File: src/rtl/sap2_ctrl_pkg.sv
// ---------------------------------------------------------------------------
// sap2_ctrl_pkg
// Shared constants for the SAP-2 controller/sequencer:
//   - control-word width and the bit index of every control line
//   - ALU operation codes carried in the ALU_OP field
//   - opcodes understood by the sequencer
//   - T-state encodings T1..T8
//   - small helpers that build control words from bit indices
// ---------------------------------------------------------------------------
package sap2_ctrl_pkg;

    localparam int CTRL_W = 20;

    typedef logic [CTRL_W-1:0] ctrl_word_t;

    // Control-word bit map
    localparam int CB_PC_OUT     = 0;
    localparam int CB_PC_INC     = 1;
    localparam int CB_PC_LOAD    = 2;
    localparam int CB_MAR_LOAD   = 3;
    localparam int CB_MEM_OUT    = 4;
    localparam int CB_MEM_WRITE  = 5;
    localparam int CB_IR_LOAD    = 6;
    localparam int CB_TMPL_LOAD  = 7;
    localparam int CB_TMPH_LOAD  = 8;
    localparam int CB_TMP_OUT    = 9;
    localparam int CB_A_LOAD     = 10;
    localparam int CB_A_OUT      = 11;
    localparam int CB_B_LOAD     = 12;
    localparam int CB_B_OUT      = 13;
    localparam int CB_ALU_OUT    = 14;
    localparam int CB_ALU_OP_LSB = 15;   // two bits: 16:15
    localparam int CB_FLAGS_LOAD = 17;
    localparam int CB_OUT_LOAD   = 18;
    localparam int CB_SPARE      = 19;   // never driven high

    // ALU operation codes
    localparam logic [1:0] ALU_ADD = 2'b00;
    localparam logic [1:0] ALU_SUB = 2'b01;
    localparam logic [1:0] ALU_INC = 2'b10;
    localparam logic [1:0] ALU_DEC = 2'b11;

    // Opcodes
    localparam logic [7:0] OP_NOP    = 8'h00;
    localparam logic [7:0] OP_MOV_AB = 8'h78;
    localparam logic [7:0] OP_MOV_BA = 8'h47;
    localparam logic [7:0] OP_ADD_B  = 8'h80;
    localparam logic [7:0] OP_SUB_B  = 8'h90;
    localparam logic [7:0] OP_INR_A  = 8'h3C;
    localparam logic [7:0] OP_DCR_A  = 8'h3D;
    localparam logic [7:0] OP_MVI_A  = 8'h3E;
    localparam logic [7:0] OP_OUT    = 8'hD3;
    localparam logic [7:0] OP_LDA    = 8'h3A;
    localparam logic [7:0] OP_STA    = 8'h32;
    localparam logic [7:0] OP_JMP    = 8'hC3;
    localparam logic [7:0] OP_JZ     = 8'hCA;
    localparam logic [7:0] OP_JNZ    = 8'hC2;
    localparam logic [7:0] OP_HLT    = 8'h76;

    // T-states
    localparam logic [3:0] T1 = 4'd1;
    localparam logic [3:0] T2 = 4'd2;
    localparam logic [3:0] T3 = 4'd3;
    localparam logic [3:0] T4 = 4'd4;
    localparam logic [3:0] T5 = 4'd5;
    localparam logic [3:0] T6 = 4'd6;
    localparam logic [3:0] T7 = 4'd7;
    localparam logic [3:0] T8 = 4'd8;

    // One-hot control word for a single bit index
    function automatic ctrl_word_t cbit(input int idx);
        ctrl_word_t one;
        one = ctrl_word_t'(1);
        return one << idx;
    endfunction

    // Register-to-register ALU execute word with the given operation
    function automatic ctrl_word_t alu_word(input logic [1:0] op);
        ctrl_word_t w;
        w = cbit(CB_ALU_OUT) | cbit(CB_A_LOAD) | cbit(CB_FLAGS_LOAD);
        w[CB_ALU_OP_LSB +: 2] = op;
        return w;
    endfunction

endpackage

File: src/rtl/t_state_counter.sv
// ---------------------------------------------------------------------------
// t_state_counter
// Holds the current T-state (1..8). Resets asynchronously to T1, advances by
// one on each enabled rising edge, or jumps back to T1 when iRestart marks
// the current state as the last one of the instruction.
//   iClk      in  1  clock
//   iReset_n  in  1  asynchronous active-low reset (to T1)
//   iEnable   in  1  advance/restart allowed on this edge
//   iRestart  in  1  current state ends the instruction
//   oTState   out 4  current T-state
// ---------------------------------------------------------------------------
module t_state_counter
    import sap2_ctrl_pkg::*;
(
    input  logic       iClk,
    input  logic       iReset_n,
    input  logic       iEnable,
    input  logic       iRestart,
    output logic [3:0] oTState
);

    logic [3:0] tstate_d;
    logic [3:0] tstate_q;

    always_comb begin
        tstate_d = tstate_q;
        if (iEnable) begin
            tstate_d = iRestart ? T1 : (tstate_q + 4'd1);
        end
    end

    always_ff @(posedge iClk or negedge iReset_n) begin
        if (!iReset_n) begin
            tstate_q <= T1;
        end else begin
            tstate_q <= tstate_d;
        end
    end

    assign oTState = tstate_q;

endmodule

File: src/rtl/controller_sequencer.sv
// ---------------------------------------------------------------------------
// controller_sequencer
// SAP-2 control unit. T1/T2 fetch the opcode into the IR; from T3 onward the
// opcode in iInstruction selects the execute sequence. oCtrl is purely
// combinational from (T-state, opcode, iZero, iRun, halted, reset).
//   iClk          in  1   system clock
//   iReset_n      in  1   asynchronous active-low reset
//   iInstruction  in  8   IR contents, meaningful from T3 on
//   iZero         in  1   zero flag, used in T7 of JZ/JNZ
//   iRun          in  1   0 freezes the sequencer and blanks oCtrl
//   oCtrl         out 20  control word (bit map in sap2_ctrl_pkg)
//   oTState       out 4   current T-state (state observation)
//   oHalted       out 1   HLT has executed
//   oIllegal      out 1   unknown opcode, during its T3
// ---------------------------------------------------------------------------
module controller_sequencer
    import sap2_ctrl_pkg::*;
(
    input  logic              iClk,
    input  logic              iReset_n,
    input  logic [7:0]        iInstruction,
    input  logic              iZero,
    input  logic              iRun,
    output logic [CTRL_W-1:0] oCtrl,
    output logic [3:0]        oTState,
    output logic              oHalted,
    output logic              oIllegal
);

    logic [3:0]  t_state;
    logic        halted_d;
    logic        halted_q;
    logic        active;
    logic        last_state;
    logic        hlt_exec;
    logic        unknown_op;
    ctrl_word_t  ctrl_dec;

    // Operand-fetch pair: address the byte at PC, then read it and step PC
    localparam ctrl_word_t OF_ADDR = ctrl_word_t'(1 << CB_PC_OUT) | ctrl_word_t'(1 << CB_MAR_LOAD);
    localparam ctrl_word_t OF_READ = ctrl_word_t'(1 << CB_MEM_OUT) | ctrl_word_t'(1 << CB_PC_INC);

    assign active = iRun & ~halted_q;

    // Decode: fetch states ignore the IR (it still holds the previous opcode)
    always_comb begin
        ctrl_dec   = '0;
        last_state = 1'b0;
        hlt_exec   = 1'b0;
        unknown_op = 1'b0;
        case (t_state)
            T1: ctrl_dec = OF_ADDR;
            T2: ctrl_dec = cbit(CB_MEM_OUT) | cbit(CB_IR_LOAD) | cbit(CB_PC_INC);
            default: begin
                case (iInstruction)
                    OP_NOP:    last_state = 1'b1;
                    OP_MOV_AB: begin ctrl_dec = cbit(CB_B_OUT) | cbit(CB_A_LOAD); last_state = 1'b1; end
                    OP_MOV_BA: begin ctrl_dec = cbit(CB_A_OUT) | cbit(CB_B_LOAD); last_state = 1'b1; end
                    OP_ADD_B:  begin ctrl_dec = alu_word(ALU_ADD); last_state = 1'b1; end
                    OP_SUB_B:  begin ctrl_dec = alu_word(ALU_SUB); last_state = 1'b1; end
                    OP_INR_A:  begin ctrl_dec = alu_word(ALU_INC); last_state = 1'b1; end
                    OP_DCR_A:  begin ctrl_dec = alu_word(ALU_DEC); last_state = 1'b1; end
                    OP_MVI_A: begin
                        if (t_state == T3) begin
                            ctrl_dec = OF_ADDR;
                        end else begin
                            ctrl_dec   = OF_READ | cbit(CB_A_LOAD);
                            last_state = 1'b1;
                        end
                    end
                    OP_OUT: begin
                        // Port byte is not used: just step PC over it
                        if (t_state == T3) begin
                            ctrl_dec = cbit(CB_PC_INC);
                        end else begin
                            ctrl_dec   = cbit(CB_A_OUT) | cbit(CB_OUT_LOAD);
                            last_state = 1'b1;
                        end
                    end
                    OP_LDA, OP_STA, OP_JMP, OP_JZ, OP_JNZ: begin
                        case (t_state)
                            T3: ctrl_dec = OF_ADDR;
                            T4: ctrl_dec = OF_READ | cbit(CB_TMPL_LOAD);
                            T5: ctrl_dec = OF_ADDR;
                            T6: ctrl_dec = OF_READ | cbit(CB_TMPH_LOAD);
                            T7: begin
                                case (iInstruction)
                                    OP_LDA, OP_STA: ctrl_dec = cbit(CB_TMP_OUT) | cbit(CB_MAR_LOAD);
                                    OP_JMP: begin ctrl_dec = cbit(CB_PC_LOAD); last_state = 1'b1; end
                                    OP_JZ: begin
                                        ctrl_dec   = iZero ? cbit(CB_PC_LOAD) : '0;
                                        last_state = 1'b1;
                                    end
                                    default: begin   // JNZ
                                        ctrl_dec   = iZero ? '0 : cbit(CB_PC_LOAD);
                                        last_state = 1'b1;
                                    end
                                endcase
                            end
                            default: begin
                                // T8; also forces recovery for any out-of-range state
                                if (iInstruction == OP_LDA) begin
                                    ctrl_dec = cbit(CB_MEM_OUT) | cbit(CB_A_LOAD);
                                end else if (iInstruction == OP_STA) begin
                                    ctrl_dec = cbit(CB_A_OUT) | cbit(CB_MEM_WRITE);
                                end
                                last_state = 1'b1;
                            end
                        endcase
                    end
                    OP_HLT: hlt_exec = 1'b1;
                    default: begin
                        unknown_op = 1'b1;
                        last_state = 1'b1;
                    end
                endcase
            end
        endcase
    end

    // HLT's T3 is not "last": the counter must stay parked at T3 once halted
    assign halted_d = halted_q | (active & hlt_exec);

    always_ff @(posedge iClk or negedge iReset_n) begin
        if (!iReset_n) begin
            halted_q <= 1'b0;
        end else begin
            halted_q <= halted_d;
        end
    end

    t_state_counter u_t_state_counter (
        .iClk     (iClk),
        .iReset_n (iReset_n),
        .iEnable  (active & ~hlt_exec),
        .iRestart (last_state),
        .oTState  (t_state)
    );

    assign oCtrl    = (iReset_n & active) ? ctrl_dec : '0;
    assign oIllegal = iReset_n & active & unknown_op;
    assign oTState  = t_state;
    assign oHalted  = halted_q;

endmodule

File: config.mk
export PLATFORM = sky130hd
export DESIGN_NAME = controller_sequencer
export DESIGN_NICKNAME = d
export VERILOG_FILES = /design/src/rtl/sap2_ctrl_pkg.sv /design/src/rtl/t_state_counter.sv /design/src/rtl/controller_sequencer.sv
export SDC_FILE = /design/constraint.sdc
export NUM_CORES = 1
export LEC_CHECK = 0
export CAP_MARGIN = 10
export CORE_AREA = 2 2 48 54
export DETAILED_ROUTE_END_ITERATION = 8
export DIE_AREA = 0 0 50 56
export PLACE_DENSITY = 0.82
export SKIP_LAST_GASP = 1
export SYNTH_ARGS = -nofsm -noshare
export SYNTH_HDL_FRONTEND = slang
export SYNTH_SLANG_ARGS = --single-unit
File: constraint.sdc
create_clock -name iClk -period 5.05 [get_ports iClk]
set_input_delay 1.515 -clock iClk [delete_from_list [all_inputs] [get_ports iClk]]
set_output_delay 1.515 -clock iClk [all_outputs]
set_load 0.02 [all_outputs]
Word-level counts from Yosys, hierarchy flattened
Index checks and enable logic that the tools add are counted.

Register bits after elaboration: 5. Input port bits: 12. Output and inout port bits: 26. Word-level logic and storage cells: 61.

Add/sub/neg operators: 1. Eq/ne operators: 21. Muxes and demuxes: 21. Bitwise logic cells: 8. Reductions and logical operators: 8.

Operator list (count): $pmux 19 s9 (1); $eq 8x8->1 const B (6); $pmux 12 s4 (1); $eq 8x6->1 const B (5); $pmux 19 s2 (1); $pmux 10 s3 (1); $eq 8x7->1 const B (3); $mux 12 (2); $mux 20 (1); $mux 19 (1); $eq 4x3->1 const B (4); $reduce_or 15->1 (1); $mux 11 (1); $eq 4x2->1 const B (2); $logic_not 8->1 (1); $reduce_or 2->1 (4); $mux 1 (7); $mux 3 (2); $and 1x1->1 (5); $reduce_or 5->1 (1); $add 4x1->4 const B (1); $eq 4x1->1 const B (1); $mux 4 (1); $reduce_or 4->1 (1); other kinds (4) (5).

Depth between registers and ports, before layout
Gate-level depths: netlist (run 1).

Depth in word-level cells: 7. Gate-level depth with buffers: 8. Mapped depth without buffers: 8.

By module
From an unflattened synthesis (run 1), not the netlist that was laid out.

Cell total of the unflattened synthesis: 144. Area total of the unflattened synthesis: 1042.2 µm².

By module, submodules not included: controller_sequencer (instances 1, cells each 123, area each 840.8 µm², sequential area each 25.0 µm²); t_state_counter (instances 1, cells each 21, area each 201.4 µm², sequential area each 101.3 µm²).

Least setup slack after synthesis (run 1)
OpenSTA, ideal clock, no wires.

Path type: input to output. Start point: input iInstruction[0]. End point: output oCtrl[3]. Arrival time: 3109 ps. Data required time: 3535 ps. Path slack: 426 ps. Cell stages on the path: 7. Path buffers: 1. Path through: buf_6 nand4b_4 or3_4 a21o_1 o21ai_1 o21ai_1 a211oi_1.

Word-level cells in the longest chain between the ends: 7. Elaborated cells on any way between the ends: 21. Classes of those cells: 13 x eq/ne; 6 x mux; 2 x reduce/logical.

Ends and longest elaborated chain: start: declaration (line controller_sequencer.sv:21) `input logic [7:0] iInstruction,`; $eq 8x6->1, on equally long branches (line controller_sequencer.sv:55, controller_sequencer.sv:87, controller_sequencer.sv:102); $reduce_or 2->1 (line controller_sequencer.sv:87) `case (iInstruction)`; $pmux 10 s3 (line controller_sequencer.sv:87); $pmux 12 s4 (line controller_sequencer.sv:81) `case (t_state)`; $pmux 19 s9 (*) (line controller_sequencer.sv:55) `case (iInstruction)`; $pmux 19 s2 (*) (line controller_sequencer.sv:51) `case (t_state)`; $mux 20 (*) (line controller_sequencer.sv:140) `assign oCtrl = (iReset_n & active) ? ctrl_dec : '0;`; end: declaration (line controller_sequencer.sv:24) `output logic [CTRL_W-1:0] oCtrl,`.

Every way passes the cells marked *; elsewhere a longest branch is shown, timed or not.

Worst setup path after layout (run 1)
Start point: input iInstruction[0]. End point: output oCtrl[7].

Word-level cells in the longest chain between the ends: 6. Elaborated cells on any way between the ends: 19. Classes of those cells: 13 x eq/ne; 5 x mux; 1 x reduce/logical.

Ends and longest elaborated chain: $eq 8x6->1 (line controller_sequencer.sv:55, controller_sequencer.sv:102); $mux 12 (line controller_sequencer.sv:102) `if (iInstruction == OP_LDA) begin`; $pmux 12 s4 (line controller_sequencer.sv:81); $pmux 19 s9 (*) (line controller_sequencer.sv:55); $pmux 19 s2 (*) (line controller_sequencer.sv:51); $mux 20 (*) (line controller_sequencer.sv:140).

Marked as above.

==> flow_metrics.env, run 1 <==
export IMPL_root_buffer="clkbuf_4"
export IMPL_maxCapViolCount=0
export IMPL_cpPeakStageDelay_ns=0.45
export IMPL_whs_ns=0.4859
export IMPL_drt_iter0_markers=20
export IMPL_synth_edf_count=0
export IMPL_setup_viol=0
export IMPL_yosysWarnings=0
export IMPL_rows=18
export IMPL_hold_viol_final=0
export IMPL_syn_area_per_cell_sq_um=7.516
export IMPL_grt_antenna_before_repair=0
export IMPL_clock_latency_ns=0.23
export IMPL_skew_ns=0.004791
export IMPL_status="finished clean"
export IMPL_grt_pass1_wl_microns=5244
export IMPL_syn_inst=137
export IMPL_drc=0
export IMPL_die_height_microns=56
export IMPL_crit_type="in2out"
export IMPL_syn_nets=153
export IMPL_place_congestion=0.8700
export IMPL_cp_data_required_time_ns=3.54
export IMPL_grt_ovfl_total=0
export IMPL_io_buffers=36
export IMPL_die_area_sq_um=2800
export IMPL_placed_cells=223
export IMPL_cp_cell_sequence="clkdlybuf4s50_1 > nand4b_4 > or3_4 > a21o_4 > buf_4 > nor4_1 > clkdlybuf4s15_1"
export IMPL_cp_start_kind="input port"
export IMPL_cts_clk_slew_worst_paths_ns=0.04
export IMPL_grtUsageTotal=0.2270
export IMPL_firstDrtPassIters=4
export IMPL_dp_hpwl_microns=2627
export IMPL_syn2layout_area_growth_pct=61.24
export IMPL_period_share=0.9870
export IMPL_grt_max_degree=13
export IMPL_grt_pass1_vias=1264
export IMPL_final_layout_size_suffix_gt1_frac=0.3367
export IMPL_vias=1295
export IMPL_numCtsBuffers=3
export IMPL_cellLeakagePower_nw=0.8186
export IMPL_hp_class="reg2reg"
export IMPL_worst_setup_path_end_kind="output port"
export IMPL_start_util=0.4618
export IMPL_seq_area_frac_synth=0.1227
export IMPL_drv_slew=0
export IMPL_ctsHtreeMaxLevel=1
export IMPL_cellPowerDensity_nw_per_um2=263.1
export IMPL_antenna_left=0
export IMPL_netlist_area_sq_um=1030
export IMPL_final_instance_count_excl_fill=229
export IMPL_clock_sinks=5
export IMPL_critPathArrivalTime_ns=3.47
export IMPL_antenna_cells=0
export IMPL_coreArea_sq_um=2230
export IMPL_period_needed_ns=4.984
export IMPL_pin_count=38
export IMPL_synth_ff_latch_count=5
export IMPL_die_w_microns=50
export IMPL_postCtsHoldBufs=0
export IMPL_ys_flop_type="dfrtp_1"
export IMPL_tritoncts="done"
export IMPL_crit_path_top_delay_cell="clkdlybuf4s50_1"
export IMPL_critical_path_peak_fanout=6
export IMPL_viasPerCell=5.655
export IMPL_clk_path_buf_depth=2
export IMPL_drt_wirelength_per_cell_microns=14.90
export IMPL_wirelength_microns=3412
export IMPL_async_flop_share=1.000
export IMPL_ir_drop_mv=0.2521
export IMPL_ys_types=57
export IMPL_fmax_mhz=200.6
export IMPL_fin_nets=216
stage by stage:
stage	TNS (ns)	worst slack (ns)	area [sq um]	total power, mW	utilization
6_report	0	0.06557	1660	0.4368	0.7447
3_5_place_dp	-5.128	-0.4813	1580	0.3914	0.7088
5_1_grt	-0.002269	-0.002269	1660	0.4672	0.7447
2_1_floorplan	0	0.4260	1030	0.2824	-
3_3_place_gp	-3.918	-0.3679	1580	0.3798	0.7088
4_1_cts	-0.06844	-0.05006	1632	0.4328	0.7318
per-layer routing:
layer | up-vias | global-route usage | share of wire
met5 | - | 0 | 0
met4 | 0 | 0.04762 | 0.0073
met3 | 4 | 0.01344 | 0.039
met2 | 37 | 0.4643 | 0.57
met1 | 627 | 0.2422 | 0.38
li1 | 627 | - | -
cells in the mapped netlist, drive strengths merged (2+ instances only):
master | n | area, sq um
o21ai | 4 | 20.02
and4 | 2 | 17.52
ha | 4 | 50.05
o31ai | 2 | 15.01
or3 | 2 | 17.52
a211oi | 2 | 20.02
dfrtp | 4 | 100.1
a21oi | 9 | 56.31
nand2b | 2 | 12.51
and2b | 2 | 17.52
nor2b | 6 | 37.54
nand3 | 6 | 35.03
inv | 3 | 11.26
nor4 | 8 | 62.56
a21o | 2 | 15.01
nand4b | 3 | 41.29
nand4bb | 2 | 22.52
buf | 10 | 76.32
nor3 | 5 | 25.02
and3 | 3 | 18.77
nand2 | 16 | 60.06
and2 | 4 | 26.28
nor2 | 13 | 48.80
what timing repair did:
action,CTS,global route
pin swaps,1,3
setup buffers,1,1
endpoints found under the setup margin,17,16
resized for setup,30,29
logic make-up (layout without fill, tap and decap cells):
group	count (synthesis)	count (layout)	synth area share
simple gates	81	81	0.5018
compound gates	29	29	0.2078
buf+inv	14	76	0.08869
flops	5	5	0.1227
fa+ha+maj	4	4	0.04860
xor+xnor	2	2	0.01701
other cells	1	1	0.003642
mux	1	1	0.009721
path summary, 6_finish.rpt:
kind	from	cells after the start	slack, ns	to
worst max-delay path	iInstruction[0]	7	0.07	oCtrl[7]
worst min-delay path	oHalted$_DFF_PN0_	1	0.49	oHalted$_DFF_PN0_
worst max register to register	u_t_state_counter.oTState[0]$_DFFE_PN1P_	7	2.63	u_t_state_counter.oTState[1]$_DFFE_PN0P_
worst min register to register	oHalted$_DFF_PN0_	1	0.49	oHalted$_DFF_PN0_
max in group asynchronous	iReset_n	2	3.28	u_t_state_counter.oTState[0]$_DFFE_PN1P_
min in group asynchronous	iReset_n	2	1.58	u_t_state_counter.oTState[2]$_DFFE_PN0P_
registers in the layout (all words and copies together), names as in the netlist:
name,count
oHalted,1
u_t_state_counter.oTState,4
power breakdown:
group / leakage (nW) / switching [mW] / internal, mW
Clock: 0.0150 / 0.0152 / 0.0298
Sequential: 0.0639 / 0.0240 / 0.0550
Combinational: 0.740 / 0.173 / 0.140
Total: 0.819 / 0.212 / 0.225
final cells by class:
| class | count | area [sq um] |
|---|---|---|
| Multi-Input combinational cell | 118 | 893.4 |
| Fill cell | 181 | 569.3 |
| Timing Repair Buffer | 69 | 565.5 |
| Sequential cell | 5 | 126.4 |
| Tap cell | 30 | 37.54 |
| Clock buffer | 4 | 26.28 |
| Inverter | 3 | 11.26 |
worst max-delay path: cells and delay by family:
family,cells,cell delay (ns)
AOI/OAI and AO/OA,1,0.23
and+or+nand+nor,3,0.79
buffers and inverters,3,0.94
layout by cell type, fill, tap and decap left out, types with 2 or more instances in the layout:
master / Yosys / layout
nor3_1: 5 / 5
nor4_2: 2 / 2
clkbuf_2: 0 / 6
nor4_1: 6 / 5
buf_2: 1 / 3
nand2b_1: 2 / 2
clkbuf_4: 0 / 3
o21ai_0: 2 / 2
nor2_1: 13 / 12
and4_1: 2 / 2
nand4b_1: 2 / 2
inv_1: 3 / 3
ha_1: 4 / 4
nand4bb_4: 0 / 2
dlymetal6s2s_1: 0 / 4
and3_1: 3 / 3
nor2b_1: 6 / 5
a21oi_1: 8 / 8
o21ai_1: 2 / 2
dlygate4sd2_1: 0 / 9
nand3_1: 5 / 5
o31ai_1: 2 / 2
buf_4: 8 / 32
nand2_1: 16 / 16
and2_1: 3 / 3
dfrtp_1: 4 / 4
clkdlybuf4s50_1: 0 / 13
No activity file was read; power rests on OpenSTA's default activity.
==> run 2, diff against run 1 <==
- GPL_TIMING_DRIVEN: default -> 0
- SLEW_MARGIN: default -> 30
==> run 2 against run 1 <==
  * Non-clock buffer count is 22 lower
  * Clock power grew 1%
  * Sequential power down 9.9%
  * Combinational power is 2% lower
  * Final cell count is 9.6% lower
  * Die area unchanged
  * Flip-flop and latch count is the same
  * Core utilization decreased by 8.6 points
  * Clock-buffer cell count stayed put
  * Design area decreased by 12%
  * Sequential share of layout area grew 0.99 points
==> flow_metrics.env, run 2 (same netlist as run 1, synthesis figures left out) <==
export IMPL_fmax_mhz=200.8
export IMPL_slew_headroom=0.5583
export IMPL_regToRegStartpoint="u_t_state_counter.oTState[0]$_DFFE_PN1P_"
export IMPL_pin_count=38
export IMPL_final_layout_size_suffix_gt1_frac=0.2486
export IMPL_rsz0062_at_grt="yes"
export IMPL_r2r_end="u_t_state_counter.oTState[2]$_DFFE_PN0P_"
export IMPL_viasPerCell=5.623
export IMPL_dpl_cell_area_sq_um=1388
export IMPL_cellPowerDensity_nw_per_um2=287.8
export IMPL_cp_depth=9
export IMPL_grt_ovfl_total=0
export IMPL_whs_ns=0.4899
export IMPL_hold_viol_final=0
export IMPL_grt_max_degree=11
export IMPL_ctsHtreeMaxLevel=1
export IMPL_worst_setup_path_end_kind="output port"
export IMPL_critical_path_peak_fanout=7
export IMPL_postCtsHoldBufs=0
export IMPL_grt_antenna_before_repair=0
export IMPL_cpPeakStageDelay_ns=0.49
export IMPL_p_total_mw=0.4228
export IMPL_die_area_sq_um=2800
export IMPL_cp_cell_sequence="clkdlybuf4s50_1 > buf_6 > nor2b_4 > a21oi_1 > o31ai_1 > nand4b_1 > and2b_2 > and2_1 > clkdlybuf4s15_1"
export IMPL_largest_reg_flops=4
export IMPL_cp_top_family="buffers and inverters"
export IMPL_place_congestion=0.8876
export IMPL_maxCapViolCount=0
export IMPL_setup_ws_ns=0.07109
export IMPL_grt_pass1_vias=1095
export IMPL_grtUsageTotal=0.2065
export IMPL_cp_start_kind="input port"
export IMPL_ir_drop_mv=0.2464
export IMPL_startpoint="iInstruction[2]"
export IMPL_clk_path_buf_depth=2
export IMPL_period_needed_ns=4.979
export IMPL_drt_iter0_markers=25
export IMPL_tns_ns=0
export IMPL_root_buffer="clkbuf_4"
export IMPL_tritoncts="done"
export IMPL_antenna_left=0
export IMPL_clock_sinks=5
export IMPL_final_area_sq_um=1469
export IMPL_critPathArrivalTime_ns=3.46
export IMPL_vias=1164
export IMPL_period_share=0.9859
export IMPL_wirelength_microns=2898
export IMPL_clock_latency_ns=0.24
export IMPL_setup_viol=0
export IMPL_numCtsBuffers=3
export IMPL_antenna_cells=0
export IMPL_fin_nets=194
export IMPL_status="finished clean"
export IMPL_drc=0
export IMPL_crit_type="in2out"
export IMPL_drt_wirelength_per_cell_microns=14.00
export IMPL_die_w_microns=50
export IMPL_most_common_layout_cells="nand2_1 (15), clkdlybuf4s50_1 (13), nor2_1 (12)"
export IMPL_crit_path_top_delay_cell="clkdlybuf4s50_1"
export IMPL_firstDrtPassIters=4
export IMPL_hp_class="reg2reg"
export IMPL_endpoint="oCtrl[11]"
export IMPL_cts_clk_slew_worst_paths_ns=0.05
export IMPL_worstMarginPinSlew_ns=0.6557
export IMPL_io_buffers=32
export IMPL_start_util=0.4618
export IMPL_r2r_slack_ns=2.67
export IMPL_r2r_cells=8
export IMPL_coreArea_sq_um=2230
export IMPL_dp_hpwl_microns=2241
export IMPL_layout_commonest_cell="nand2_1"
export IMPL_dp_worst_setup_slack_ns=-0.5727
export IMPL_drv_slew=0
export IMPL_cellLeakagePower_nw=0.6890
export IMPL_rows=18
export IMPL_path_buf_inv=3
export IMPL_die_height_microns=56
export IMPL_skew_ns=0.01027
export IMPL_grt_pass1_wl_microns=4774
export IMPL_syn2layout_area_growth_pct=42.65
export IMPL_cp_data_required_time_ns=3.54
==> run 2: what timing repair did <==
item                                   4_1_cts  5_1_grt
pin swaps                                    1        2
buffers inserted                             2        2
cloned                                       0        0
setup endpoints to repair                   16       11
resized for setup                           27       18
endpoints found under the hold margin        0        0
==> run 2: area by class of cell <==
type / instances / area [sq um]
plain buffers: 11 / 83.83
inverters: 3 / 11.26
well taps: 30 / 37.54
repair buffers: 36 / 326.6
fillers: 201 / 760.7
flip-flops and latches: 5 / 126.4
multi-input cells: 118 / 857.1
clock buffers: 4 / 26.28
==> run 2: worst min-delay path by stage <==
stage,endpoint,from,slack (ns),depth (start not counted)
floorplan,u_t_state_counter.oTState[0]$_DFFE_PN1P_,u_t_state_counter.oTState[0]$_DFFE_PN1P_,0.54,2
global placement,oHalted$_DFF_PN0_,oHalted$_DFF_PN0_,0.48,1
detailed placement,oHalted$_DFF_PN0_,oHalted$_DFF_PN0_,0.49,1
CTS,oHalted$_DFF_PN0_,oHalted$_DFF_PN0_,0.49,1
global route,oHalted$_DFF_PN0_,oHalted$_DFF_PN0_,0.51,1
finish,oHalted$_DFF_PN0_,oHalted$_DFF_PN0_,0.49,1
==> run 2: per-stage QoR <==
stage,util,instances
4_1_cts,0.6386,205
5_1_grt,0.6588,207
6_report,0.6588,207
3_3_place_gp,0.6223,199
3_5_place_dp,0.6223,199
2_1_floorplan,-,137
==> run 2: per-layer routing <==
layer / GRT usage / wire length, microns
met1: 0.2467 / 1227
met2: 0.3891 / 1543
met3: 0.03763 / 127
met4: 0.01190 / 0
met5: 0 / 0
==> run 2: power by group <==
group          total, mW  switching, mW  internal (mW)
registers         0.0712         0.0161         0.0551
logic              0.306          0.174          0.132
clock network     0.0456         0.0157         0.0298
total              0.423          0.206          0.217
==> run 3, diff against run 2 <==
- CORE_AREA: 2 2 48 54 -> 2 2 49 56
- DIE_AREA: 0 0 50 56 -> 0 0 51 58
- PLACE_DENSITY: 0.82 -> 0.78
- clock period: 5.05 -> 5.15 ns (I/O delays scaled with it)
==> run 3 against run 2 <==
  * Global-route usage down 0.50 points
  * Worst setup slack got worse by 0.019 ns
  * Clock skew fell by 0.0039 ns
  * Power shrank 1.8%
  * Combinational power fell by 3%
  * Clock power is 5.3% higher
  * Final cell count did not move
  * Sequential power down 3.2%
  * Wire length down 1.4%
  * Sequential share of layout area grew 0.074 points
  * Die area increased by 5.6%
  * Flip-flop and latch count stayed put
  * Largest cell class unchanged
==> flow_metrics.env, run 3 (same netlist as run 1, synthesis figures left out) <==
export IMPL_status="finished clean"
export IMPL_grt_antenna_before_repair=0
export IMPL_cp_cell_sequence="clkdlybuf4s50_1 > buf_4 > nor4_2 > nand3b_1 > nor3_1 > clkdlybuf4s50_1"
export IMPL_cellPowerDensity_nw_per_um2=285.2
export IMPL_skew_ns=0.006406
export IMPL_drv_slew=0
export IMPL_firstDrtPassIters=4
export IMPL_largest_reg_flops=4
export IMPL_place_congestion=0.8807
export IMPL_die_w_microns=51
export IMPL_power_switching_share=0.4876
export IMPL_final_area_sq_um=1456
export IMPL_tns_ns=0
export IMPL_period_share=0.9899
export IMPL_final_layout_size_suffix_gt1_frac=0.2443
export IMPL_hold_viol_final=0
export IMPL_coreArea_sq_um=2401
export IMPL_ctsHtreeMaxLevel=1
export IMPL_path_common_cell="clkdlybuf4s50_1"
export IMPL_grt_pass1_vias=1068
export IMPL_pin_count=38
export IMPL_drc=0
export IMPL_crit_type="in2out"
export IMPL_p_sw_mw=0.2025
export IMPL_antenna_cells=0
export IMPL_grt_max_degree=11
export IMPL_worst_setup_path_end_kind="output port"
export IMPL_p_total_mw=0.4153
export IMPL_dpl_cell_area_sq_um=1389
export IMPL_final_instance_count_excl_fill=207
export IMPL_vias=1152
export IMPL_grtUsageTotal=0.2015
export IMPL_numCtsBuffers=3
export IMPL_placed_cells=200
export IMPL_fin_nets=193
export IMPL_setup_viol=0
export IMPL_die_height_microns=58
export IMPL_cts_clk_slew_worst_paths_ns=0.05
export IMPL_cp_data_required_time_ns=3.61
export IMPL_viasPerCell=5.565
export IMPL_cellLeakagePower_nw=0.7007
export IMPL_most_common_layout_cells="clkdlybuf4s50_1 (16), nand2_1 (15), nor2_1 (13)"
export IMPL_period_needed_ns=5.098
export IMPL_drt_wirelength_per_cell_microns=13.80
export IMPL_critPathArrivalTime_ns=3.55
export IMPL_postCtsHoldBufs=0
export IMPL_clock_latency_ns=0.26
export IMPL_rows=19
export IMPL_tritoncts="done"
export IMPL_clock_power_share=0.115
export IMPL_cp_start_kind="input port"
export IMPL_grt_ovfl_total=0
export IMPL_clock_sinks=5
export IMPL_critical_path_peak_fanout=10
export IMPL_grt_pass1_wl_microns=4636
export IMPL_antenna_left=0
export IMPL_internal_power_mw=0.2128
export IMPL_slew_headroom=0.5406
export IMPL_root_buffer="clkbuf_4"
export IMPL_crit_path_top_delay_cell="clkdlybuf4s50_1"
export IMPL_wirelength_microns=2857
export IMPL_rsz0062_at_grt="yes"
export IMPL_fmax_mhz=196.2
export IMPL_drt_iter0_markers=31
export IMPL_clk_path_buf_depth=2
export IMPL_p_comb_frac=0.719
export IMPL_layout_commonest_cell="clkdlybuf4s50_1"
export IMPL_ir_drop_mv=0.2645
export IMPL_start_util=0.4289
export IMPL_maxCapViolCount=0
export IMPL_die_area_sq_um=2958
export IMPL_seqPwrFrac=0.166
export IMPL_io_buffers=32
export IMPL_dp_hpwl_microns=2194
export IMPL_worstMarginPinSlew_ns=0.6818
export IMPL_hp_class="reg2reg"
export IMPL_cpPeakStageDelay_ns=0.63
export IMPL_syn2layout_area_growth_pct=41.43
## run 3: cell types whose count changed in the layout (fill, tap and decap cells not counted), moves of 2 or more
| cell | previous run | this run |
|---|---|---|
| nor4_2 | 1 | 3 |
| dlygate4sd2_1 | 9 | 6 |
| clkdlybuf4s15_1 | 2 | 0 |
| dlymetal6s2s_1 | 2 | 4 |
| clkdlybuf4s50_1 | 13 | 16 |
## run 3: per-layer routing
layer | global-route usage | wire length (microns) | share of wire | vias to the layer above
met5 | 0 | 0 | 0 | -
met4 | 0.09266 | 63 | 0.022 | 0
li1 | - | - | - | 583
met1 | 0.2428 | 1187 | 0.42 | 525
met2 | 0.3525 | 1460 | 0.51 | 38
met3 | 0.02577 | 146 | 0.051 | 6
## run 3: area by class of cell
cell class | instances | area [sq um]
well taps | 31 | 38.79
multi-input cells | 118 | 852.1
repair buffers | 35 | 321.6
inverters | 3 | 11.26
fillers | 235 | 944.7
flip-flops and latches | 5 | 126.4
clock buffers | 4 | 26.28
plain buffers | 11 | 80.08
## run 3: timing repair
action,CTS,global route
pin swaps,1,1
setup buffers,2,1
endpoints found under the setup margin,14,14
gates resized for setup,23,15
## run 3: through the flow
stage                     setup WS (ns)  hold slack, ns  utilization
after floorplan                  0.4660          0.5353            -
after global placement          -0.5075          0.4766       0.5784
after detailed placement        -0.5353          0.5074       0.5784
after CTS                      -0.07742          0.5135       0.6019
after global routing           -0.09226          0.5345       0.6066
final                           0.05224          0.5056       0.6066
## run 3: worst max-delay path: cells and delay by family
kind / cells / cell delay [ns]
buf+inv: 3 / 1.25
simple gates: 3 / 0.76
## run 3: power groups by stage
stage	logic (mW)	registers, mW	clock network [mW]
6_report	0.298	0.0689	0.0480
5_1_grt	0.329	0.0717	0.0525
4_1_cts	0.293	0.0694	0.0498
3_5_place_dp	0.295	0.0697	0
3_3_place_gp	0.292	0.0683	0
2_1_floorplan	0.196	0.0807	0
## run 3: final timing paths
path	from	cells past startpoint	to	slack, ns
setup / recovery	iInstruction[2]	6	oCtrl[5]	0.05
hold / removal	oHalted$_DFF_PN0_	1	oHalted$_DFF_PN0_	0.51
setup reg to reg	u_t_state_counter.oTState[0]$_DFFE_PN1P_	8	u_t_state_counter.oTState[2]$_DFFE_PN0P_	2.75
hold reg to reg	oHalted$_DFF_PN0_	1	oHalted$_DFF_PN0_	0.51
max in group asynchronous	iReset_n	1	u_t_state_counter.oTState[0]$_DFFE_PN1P_	3.37
min in group asynchronous	iReset_n	1	u_t_state_counter.oTState[2]$_DFFE_PN0P_	1.52
